===== config.mk =====
export PLATFORM = sky130hd
export DESIGN_NAME = multi_digit_serial_adder
export DESIGN_NICKNAME = d
export VERILOG_FILES = /design/src/rtl/multi_digit_serial_adder.sv
export SDC_FILE = /design/constraint.sdc
export NUM_CORES = 1
export LEC_CHECK = 0
export ABC_AREA = 1
export BUFFER_PORTS_ARGS = -buffer_cell sky130_fd_sc_hd__buf_2
export CORE_MARGIN = 5
export CORE_UTILIZATION = 61
export CTS_CLUSTER_DIAMETER = 30
export DETAILED_ROUTE_END_ITERATION = 8
export PLACE_DENSITY = 0.95
export SETUP_SLACK_MARGIN = 0.02
export SLEW_MARGIN = 0
export SYNTH_ARGS = -nofsm -noshare
export SYNTH_HDL_FRONTEND = slang
export SYNTH_SLANG_ARGS = --single-unit

===== constraint.sdc =====
create_clock -name clk -period 5.2 [get_ports clk]
set_input_delay 1.04 -clock clk [delete_from_list [all_inputs] [get_ports clk]]
set_output_delay 1.04 -clock clk [all_outputs]
set_load 0.02 [all_outputs]

===== src/rtl/multi_digit_serial_adder.sv =====
// multi_digit_serial_adder
//
// Sequential adder/subtractor that reuses one DIGIT-bit adder slice over
// WIDTH/DIGIT clock cycles, with a registered carry between digits.
// Subtraction is computed as A + ~B + 1.
//
// Ports
//   clk    in   rising-edge clock
//   rst_n  in   asynchronous active-low reset
//   start  in   operation request, sampled only while busy = 0
//   A, B   in   WIDTH-bit operands, sampled with start
//   Cin    in   carry-in, used only for addition
//   SUB    in   0: A+B+Cin, 1: A-B
//   busy   out  operation in progress
//   done   out  one-cycle pulse; SUM/Cout/OVF valid from this cycle
//   SUM    out  WIDTH-bit registered result
//   Cout   out  carry out of the top bit (1 = no borrow when subtracting)
//   OVF    out  two's-complement signed overflow
module multi_digit_serial_adder #(
    parameter int WIDTH = 16,
    parameter int DIGIT = 4
) (
    input  logic             clk,
    input  logic             rst_n,
    input  logic             start,
    input  logic [WIDTH-1:0] A,
    input  logic [WIDTH-1:0] B,
    input  logic             Cin,
    input  logic             SUB,
    output logic             busy,
    output logic             done,
    output logic [WIDTH-1:0] SUM,
    output logic             Cout,
    output logic             OVF
);

    localparam int STEPS = WIDTH / DIGIT;
    localparam int CW    = (STEPS > 1) ? $clog2(STEPS) : 1;
    localparam logic [CW-1:0] LAST = CW'(STEPS - 1);

    typedef enum logic {
        IDLE,
        RUN
    } state_t;

    state_t           state;
    logic [WIDTH-1:0] opa;
    logic [WIDTH-1:0] opb;
    logic [WIDTH-1:0] acc;
    logic             carry;
    logic [CW-1:0]    step;

    logic [DIGIT-1:0] dig_a;
    logic [DIGIT-1:0] dig_b;
    logic [DIGIT:0]   dig_res;
    logic [WIDTH-1:0] acc_next;

    // One DIGIT-bit slice: returns {carry_out, sum}.
    function automatic logic [DIGIT:0] digit_add(input logic [DIGIT-1:0] x,
                                                 input logic [DIGIT-1:0] y,
                                                 input logic             ci);
        digit_add = {1'b0, x} + {1'b0, y} + {{DIGIT{1'b0}}, ci};
    endfunction

    // Accumulator with the current digit merged in; on the final step this
    // is the complete result, so SUM and OVF are taken from it directly.
    always_comb begin
        dig_a    = opa[int'(step)*DIGIT +: DIGIT];
        dig_b    = opb[int'(step)*DIGIT +: DIGIT];
        dig_res  = digit_add(dig_a, dig_b, carry);
        acc_next = acc;
        acc_next[int'(step)*DIGIT +: DIGIT] = dig_res[DIGIT-1:0];
    end

    always_ff @(posedge clk or negedge rst_n) begin
        if (!rst_n) begin
            state <= IDLE;
            opa   <= '0;
            opb   <= '0;
            acc   <= '0;
            carry <= 1'b0;
            step  <= '0;
            busy  <= 1'b0;
            done  <= 1'b0;
            SUM   <= '0;
            Cout  <= 1'b0;
            OVF   <= 1'b0;
        end else begin
            done <= 1'b0;
            case (state)
                IDLE: begin
                    if (start) begin
                        opa   <= A;
                        // opb holds the operand actually added, so the
                        // overflow test below works for both add and sub.
                        opb   <= SUB ? ~B : B;
                        carry <= SUB | Cin;
                        step  <= '0;
                        busy  <= 1'b1;
                        state <= RUN;
                    end
                end
                RUN: begin
                    acc   <= acc_next;
                    carry <= dig_res[DIGIT];
                    step  <= step + 1'b1;
                    if (step == LAST) begin
                        SUM   <= acc_next;
                        Cout  <= dig_res[DIGIT];
                        OVF   <= (opa[WIDTH-1] == opb[WIDTH-1]) &&
                                 (acc_next[WIDTH-1] != opa[WIDTH-1]);
                        done  <= 1'b1;
                        busy  <= 1'b0;
                        step  <= '0;
                        state <= IDLE;
                    end
                end
                default: state <= IDLE;
            endcase
        end
    end

endmodule


==> impl_metrics.csv, run 1 <==
group,metric,value,unit
clocking,postCtsSetupBuffers,0,
cells_and_area,area_growth,13.0,%
logic_synthesis,ys_ff_latch,72,
logic_synthesis,avgSynthCellArea,8.49,sq um
grt,grt_max_degree,50,
logic_synthesis,syn-num-nets,465,
clocking,cts_tree,"built",
placed_design,place_congestion,0.880,
clocking,clockRootBuffer,"clkbuf_8",
cells_and_area,fillCellCount,427,
sta,slew_headroom,34.4,%
setup_path,cp_top_family,"flip-flops",
logic_synthesis,syn_inst,417,
logic_synthesis,synthesis.area,0.00354,sq mm
power_and_ir_drop,combPwrFrac,47.9,%
setup_path,r2r_setup_slack,1.73,ns
setup_path,max_stage_delay,0.97,ns
floorplan,row_count,27,
setup_path,arrival,3.73,ns
setup_path,startpoint,"step[0]",
sta,rsz0062_at_grt,"false",
clocking,cts_resized,0,
power_and_ir_drop,seqPwrFrac,35.7,%
setup_path,worstReg2RegStart,"step[0]",
sta,tightest_slew,0.984,ns
placed_design,dpl_cell_area,0.00379,sq mm
sta,period_share,66.7,%
drt,drt_pass1_iterations,6,
sta,fin_tns_setup,0,ns
logic_synthesis,yosysMostFrequentCell,"nand2_1",
setup_path,timing.rr.end,"acc[5]",
setup_path,critPathMaxFanout,27,
cells_and_area,ff_latch_area,0.00180,sq mm
sta,final-hold-violation-count,0,
setup_path,crit_slowest_cell,"dfrtp_1",
setup_path,reg2reg_depth,11,
power_and_ir_drop,internal_power,1.51,mW
drt,finalWirelength,7.96,mm
setup_path,end_kind,"flop",
placed_design,io_buffers,56,
clocking,htreeDepth,3,
floorplan,die_x,86.2,um
clocking,cts.sinks,72,
clocking,cts_buffers,9,
logic_synthesis,yosysWarnings,0,
min_path,hold_end,"SUM[5]",
power_and_ir_drop,netSwitchingPower,1.30,mW
logic_synthesis,synth_ff_type,"dfrtp_1",
placed_design,place_hpwl,5.53,mm
clocking,clk_path_buf_depth,2,
floorplan,die_y,86.2,um
logic_synthesis,netlist.top_cell.by_area,"dfrtp_1",
logic_synthesis,synth.top_cells.by_count,"153 x nand2_1, 72 x dfrtp_1, 46 x o21ai_0",
drt,drc_errors,0,
grt,grt_use_total,23.3,%
cells_and_area,final_cells,542,
min_path,holdPathStages,2,
logic_synthesis,netlist_top_cells_area,"dfrtp_1 51%, nand2_1 16%, o21ai_0 6.5%",
setup_path,cp_cell_sequence,"clkinv_4, o21ai_0, o22ai_1, fa_1, inv_1, fa_1, nor2_1, nand2_1, o22ai_1, nand2_1, o21ai_0",
placed_design,post-place-cells,526,
run,max_cap_violations,0,
setup_path,critical_path_buf_inv_count,2,
floorplan,initial_utilization,63.5,%
sta,period_needed,3.47,ns
run_status,outcome,"finished clean",
power_and_ir_drop,p_clk_share,16.4,%
cells_and_area,multiInputGateArea,0.00149,sq mm
power_and_ir_drop,power_density,701,mW/mm^2
clocking,insertion_delay,0.36,ns
min_path,hold_class,"flop to flop",
clocking,hold_buffers,0,
logic_synthesis,synth.distinct_cells,28,
setup_path,path_class,"flop to flop",
floorplan,die_area,0.00743,sq mm
power_and_ir_drop,peakVddDrop,0.368,mV
grt,grt_pass1_vias,3071,
placed_design,place_ws,1.89,ns
setup_path,crit_path_start_kind,"flop",
setup_path,crit_required,5.46,ns
grt,antenna_found_initial,0,
floorplan,ioPinCount,57,
power_and_ir_drop,switching_share,46.2,%
sta,setup_viol,0,
drt,wl_per_cell,14.7,um
sta,max_freq,288,MHz
grt,grt_pass1_wl,13.7,mm
logic_synthesis,ys_seq_area_share,50.9,%
cells_and_area,drive_gt1_share,17.7,%
sta,finalWorstSetupSlack,1.73,ns
drt,drt_iter0_markers,266,
sta,drv_slew,0,
drt,antenna_left,0,
sta,fin_skew,0.00901,ns
power_and_ir_drop,p_leak,2.07,nW
floorplan,core,0.00557,sq mm
clocking,clkSlewWorstSetupHoldPaths,0.07,ns
min_path,hp-start,"SUM[5]",
cells_and_area,fin_nets,513,
cells_and_area,diodes,0,
drt,vias_per_cell,5.64,
cells_and_area,final_area,0.00400,sq mm
logic_synthesis,async_flop_share,100,%
logic_synthesis,synth_edf_count,0,
drt,vias,3056,
grt,overflow,0,
cells_and_area,fin_util,71.8,%
logic_synthesis,synth.top_cell.area_share,50.9,%
==> logic make-up (layout without fill, tap and decap cells) <==
kind of cell    count (synthesis)  count (layout)  share of synthesized area (%)
compound gates                 75              75                           12.1
xor+xnor                       17              17                           4.20
flops                          72              72                           50.9
buf+inv                        53             106                           7.17
simple gates                  189             189                           21.3
fa+ha+maj                      11              11                           4.31
==> area by class of cell <==
cell class	instances	share of cell area, %
clock buffers	11	3.78
clock inverters	5	1.38
inverters	33	3.22
multi-input cells	292	37.1
flip-flops and latches	72	45.0
well taps	72	2.25
repair buffers	57	7.19
==> how the worst max path moves through the flow <==
| stage | end | slack [ns] | cells after the start |
|---|---|---|---|
| finish | acc[5] | 1.73 | 11 |
| global route | acc[5] | 1.55 | 11 |
| CTS | acc[5] | 1.82 | 11 |
| detailed placement | acc[5] | 1.89 | 11 |
| global placement | acc[13] | 2.12 | 11 |
| floorplan | acc[9] | 2.73 | 11 |
==> metal layers <==
metal	track usage (%)	vias up	share of wire, %
li1	-	1429	-
met1	27.7	1434	39
met2	39.5	149	50
met3	4.56	44	6.7
met4	13.2	0	4.2
met5	0	-	0
==> flip-flops by register name (all words and copies together) (netlist names), 2 cells and up <==
signal and flops:
acc 16, opa 16, step 2, SUM 16, opb 16
==> worst min-delay path: stages, from the launching register on <==
cell	delay, ns
dfrtp_1	0.34
nand2_1	0.05
nand2_1	0.05
==> power by group through the flow <==
stage / logic [mW] / clock network [mW] / registers, mW
detailed placement: 1.31 / 0 / 1.00
global route: 1.51 / 0.487 / 1.03
finish: 1.34 / 0.459 / 1.00
global placement: 1.23 / 0 / 0.988
floorplan: 0.998 / 0 / 0.982
CTS: 1.33 / 0.461 / 0.997
==> layout by cell type, fill, tap and decap left out, drive strengths merged, types with 9 or more instances in the layout <==
master / netlist / routed
dfrtp: 72 / 72
o21ai: 46 / 46
clkbuf: 3 / 11
nand2: 156 / 156
nor2: 21 / 21
inv: 32 / 32
ha: 9 / 9
xnor2: 16 / 16
o22ai: 17 / 17
buf: 17 / 57
==> stage by stage <==
| step | hold WS, ns | power (mW) |
|---|---|---|
| 6_report | 0.479 | 2.80 |
| 5_1_grt | 0.511 | 3.03 |
| 4_1_cts | 0.480 | 2.79 |
| 3_5_place_dp | 0.461 | 2.31 |
| 3_3_place_gp | 0.457 | 2.22 |
| 2_1_floorplan | 0.444 | 1.98 |
Note: power is estimated with default switching activity, not from simulation.
==> run 2: changes to the inputs <==
CORE_UTILIZATION = 51   (was 61)
PLACE_DENSITY = 0.87   (was 0.95)
clock period = 3 ns   (was 5.2 ns; I/O delays follow)
==> impl_metrics.csv, run 2 (synthesized netlist as in run 1, its figures left out) <==
group,metric,value,unit
power_and_ir_drop,p_clk_share,17.5,%
setup_path,r2r_setup_slack,0.30,ns
floorplan,row_count,30,
sta,slew_headroom,46.9,%
grt,overflow,0,
sta,tightest_slew,0.797,ns
floorplan,die_y,93.3,um
clocking,insertion_delay,0.34,ns
sta,fin_tns_setup,0,ns
grt,grt_pass1_vias,2868,
power_and_ir_drop,netSwitchingPower,2.17,mW
clocking,htreeDepth,3,
drt,vias_per_cell,5.12,
run,max_cap_violations,0,
min_path,hold_class,"input port to async pin",
cells_and_area,final_cell_mix,"153 x nand2_1, 72 x dfrtp_1, 56 x buf_2, 46 x o21ai_0, 30 x inv_1",
setup_path,end_kind,"flop",
setup_path,path_class,"flop to flop",
sta,drv_slew,0,
power_and_ir_drop,switching_share,44.3,%
cells_and_area,final_cells,569,
floorplan,initial_utilization,52.1,%
sta,finalWorstSetupSlack,0.300,ns
drt,wl_per_cell,13.3,um
grt,grt_max_degree,39,
drt,antenna_left,0,
placed_design,place_ws,0.315,ns
drt,drc_errors,0,
sta,period_share,90.0,%
cells_and_area,final_common_cell,"nand2_1",
grt,grt_pass1_wl,13.0,mm
placed_design,io_buffers,56,
placed_design,post-place-cells,554,
setup_path,crit_path_start_kind,"flop",
sta,fin_skew,0.00892,ns
power_and_ir_drop,seqPwrFrac,33.2,%
setup_path,worstReg2RegStart,"step[1]",
setup_path,timing.rr.end,"acc[6]",
sta,max_freq,370,MHz
placed_design,place_congestion,0.915,
power_and_ir_drop,internal_power,2.73,mW
placed_design,place_hpwl,5.46,mm
power_and_ir_drop,p_total,4.90,mW
cells_and_area,area_growth,15.4,%
clocking,clockRootBuffer,"clkbuf_8",
clocking,cts_resized,0,
setup_path,arrival,2.92,ns
clocking,cts_tree,"built",
drt,finalWirelength,7.56,mm
floorplan,die_area,0.00871,sq mm
floorplan,ioPinCount,57,
setup_path,critPathMaxFanout,13,
run_status,outcome,"finished clean",
sta,rsz0062_at_grt,"true",
cells_and_area,diodes,0,
clocking,cts_buffers,9,
drt,drt_pass1_iterations,5,
grt,grt_use_total,18.9,%
clocking,clkSlewWorstSetupHoldPaths,0.08,ns
setup_path,reg2reg_depth,12,
clocking,cts.sinks,72,
setup_path,crit_required,3.22,ns
drt,drt_iter0_markers,134,
floorplan,core,0.00679,sq mm
cells_and_area,fin_nets,517,
power_and_ir_drop,p_leak,2.10,nW
cells_and_area,drive_gt1_share,18.0,%
sta,final-hold-violation-count,0,
power_and_ir_drop,combPwrFrac,49.4,%
power_and_ir_drop,peakVddDrop,0.541,mV
cells_and_area,fillCellCount,613,
clocking,clk_path_buf_depth,2,
sta,setup_viol,0,
floorplan,die_x,93.3,um
power_and_ir_drop,power_density,1200,mW/mm^2
drt,vias,2913,
sta,period_needed,2.70,ns
grt,antenna_found_initial,0,
==> run 2: changes by cell type in the layout (fill, tap and decap cells not counted), sizes merged <==
cell      previous run  this run
buf                 57        61
bufinv               1         2
clkbuf              11        12
clkinv               3         2
clkinvlp             2         0
==> run 2: layout make-up <==
type,count,area [sq um],share of cell area [%]
clock buffers,12,155,3.80
multi-input cells,292,1490,36.4
flip-flops and latches,72,1800,44.1
inverters,33,129,3.15
clock inverters,3,65.1,1.59
repair buffers,61,330,8.08
well taps,96,120,2.94
==> run 2: power groups by stage <==
| stage | clock, mW | combinational (mW) | sequential, mW |
|---|---|---|---|
| after detailed placement | 0 | 2.40 | 1.64 |
| after CTS | 0.866 | 2.42 | 1.63 |
| after floorplan | 0 | 1.73 | 1.70 |
| after global routing | 0.909 | 2.76 | 1.68 |
| after global placement | 0 | 2.33 | 1.63 |
| final | 0.856 | 2.42 | 1.62 |
==> run 2: worst max-delay path by stage <==
stage             from      end  slack [ns]
5_1_grt        step[1]  acc[14]       -0.02
3_3_place_gp   step[1]   acc[6]        0.44
2_1_floorplan  step[0]   acc[9]        0.53
6_report       step[1]   acc[6]        0.30
4_1_cts        step[1]   acc[6]        0.32
3_5_place_dp   step[1]   acc[6]        0.32
==> run 2: worst max-delay path, cell delays in order (launching register included) <==
cell and delay [ns]:
dfrtp_1 0.49, inv_1 0.34, o21ai_0 0.15, o22ai_1 0.18, fa_1 0.25, inv_1 0.06
fa_1 0.39, xor2_1 0.33, nor2_1 0.07, nand2_1 0.08, o22ai_1 0.08, nand2_1 0.07
o21ai_0 0.07
==> run 2: per-stage QoR <==
stage | cell area (sq um) | hold WS, ns | utilization (%)
floorplan | 3540 | 0.304 | -
global placement | 3870 | 0.460 | 56.9
detailed placement | 3870 | 0.459 | 56.9
CTS | 4090 | 0.360 | 60.2
global route | 4090 | 0.396 | 60.2
finish | 4090 | 0.338 | 60.2
==> run 2: metal layers <==
metal | vias to the layer above | routed length [um] | part of all wire, % | global-route usage, %
li1 | 1443 | - | - | -
met1 | 1374 | 3320 | 44 | 23.9
met2 | 84 | 3720 | 49 | 31.9
met3 | 12 | 394 | 5.2 | 4.42
met4 | 0 | 121 | 1.6 | 6.11
met5 | - | 0 | 0 | 0
==> run 2: what timing repair did <==
action	in CTS	in global routing
endpoints found under the setup margin	0	4
buffers inserted	0	0
hold buffers	0	0
==> run 3: changes to the inputs <==
CORE_ASPECT_RATIO = 1.25   (was not set)
==> impl_metrics.csv, run 3 (synthesized netlist as in run 1, its figures left out) <==
group,metric,value,unit
sta,setup_viol,0,
run,max_cap_violations,0,
clocking,cts_tree,"built",
sta,drv_slew,0,
sta,period_share,88.2,%
setup_path,crit_path_start_kind,"flop",
power_and_ir_drop,power_density,1190,mW/mm^2
cells_and_area,area_growth,14.4,%
sta,period_needed,2.64,ns
setup_path,critical_path_buf_inv_count,2,
power_and_ir_drop,peakVddDrop,0.638,mV
setup_path,crit_slowest_cell,"dfrtp_2",
setup_path,critPathMaxFanout,13,
grt,overflow,0,
drt,drc_errors,0,
grt,grt_use_total,19.3,%
drt,wl_per_cell,13.9,um
grt,grt_pass1_wl,13.4,mm
floorplan,core,0.00685,sq mm
clocking,hold_buffers,0,
run_status,outcome,"finished clean",
cells_and_area,multiInputGateArea,0.00149,sq mm
cells_and_area,final_cell_mix,"153 x nand2_1, 71 x dfrtp_1, 56 x buf_2, 46 x o21ai_0, 29 x inv_1",
sta,fin_tns_setup,0,ns
setup_path,max_stage_delay,0.49,ns
clocking,cts.sinks,72,
sta,tightest_slew,0.958,ns
setup_path,cp_top_family,"adder cells",
clocking,cts_buffers,9,
sta,slew_headroom,36.1,%
cells_and_area,drive_gt1_share,18.9,%
grt,grt_max_degree,49,
floorplan,ioPinCount,57,
grt,grt_pass1_vias,2927,
clocking,insertion_delay,0.35,ns
drt,vias,2896,
setup_path,r2r_setup_slack,0.36,ns
min_path,hold_class,"input port to async pin",
floorplan,die_y,103,um
clocking,htreeDepth,3,
cells_and_area,diodes,0,
setup_path,crit_required,3.22,ns
cells_and_area,final_common_cell,"nand2_1",
floorplan,die_area,0.00872,sq mm
setup_path,end_kind,"flop",
sta,fin_skew,0.00751,ns
drt,drt_iter0_markers,219,
sta,rsz0062_at_grt,"false",
cells_and_area,fin_nets,519,
placed_design,place_congestion,0.867,
drt,vias_per_cell,5.12,
floorplan,initial_utilization,51.7,%
setup_path,cp_cell_sequence,"clkinvlp_4, o21ai_0, o22ai_1, fa_1, inv_1, fa_1, xor2_1, nor2_1, nand2_1, o22ai_1, nand2_1, o21ai_0",
setup_path,arrival,2.87,ns
setup_path,path_class,"flop to flop",
sta,max_freq,378,MHz
cells_and_area,ff_latch_area,0.00180,sq mm
clocking,clk_path_buf_depth,2,
sta,final-hold-violation-count,0,
drt,antenna_left,0,
cells_and_area,fillCellCount,645,
power_and_ir_drop,p_leak,2.09,nW
clocking,clkSlewWorstSetupHoldPaths,0.07,ns
power_and_ir_drop,p_total,4.81,mW
drt,drt_pass1_iterations,4,
grt,antenna_found_initial,0,
floorplan,die_x,84.5,um
placed_design,place_hpwl,5.78,mm
drt,finalWirelength,7.86,mm
floorplan,row_count,34,
clocking,clockRootBuffer,"clkbuf_8",
placed_design,io_buffers,56,
==> run 3: worst register-to-register path, cell delays in order (launching register included) <==
cell        delay (ns)
dfrtp_2           0.49
clkinvlp_4        0.21
o21ai_0           0.12
o22ai_1           0.20
fa_1              0.29
inv_1             0.07
fa_1              0.40
xor2_1            0.33
nor2_1            0.07
nand2_1           0.10
o22ai_1           0.09
nand2_1           0.07
o21ai_0           0.09
==> run 3: metal layers <==
metal	vias up	track usage [%]	routed length (um)
li1	1444	-	-
met1	1371	22.5	3130
met2	67	34.7	4220
met3	14	4.68	387
met4	0	7.31	119
met5	-	0	0
==> run 3: path summary, 6_finish.rpt <==
path	cells past startpoint	to	from
max in group asynchronous	2	OVF	rst_n
setup reg to reg	12	acc[14]	step[1]
hold / removal	1	SUM[12]	rst_n
min in group clk	3	opa[11]	A[11]
setup / recovery	12	acc[14]	step[1]
hold reg to reg	2	SUM[4]	SUM[4]
==> run 3: cell type report <==
type	count	area share (%)
tap	90	2.78
inverter	33	3.27
clock buffer	13	4.17
timing repair buffer	63	8.21
clock inverter	3	0.371
multi-input combinational	292	36.7
sequential	72	44.5
==> run 3: power by group <==
part           switching, mW  total [mW]  internal, mW
Sequential             0.249        1.64          1.39
Clock                  0.345       0.709         0.364
Combinational           1.62        2.47         0.848
==> run 3: what timing repair did <==
item,CTS,global route
setup endpoints to repair,0,6
resized for setup,0,2
setup buffers,0,0
==> run 3: through the flow <==
step	instances	util, %	setup WS (ns)	hold slack, ns	cell area, sq um
floorplan	417	-	0.534	0.304	3540
global placement	550	56.4	0.417	0.456	3860
detailed placement	550	56.4	0.213	0.461	3860
CTS	566	59.1	0.175	0.434	4050
global route	566	59.2	0.0806	0.448	4050
finish	566	59.2	0.355	0.399	4050
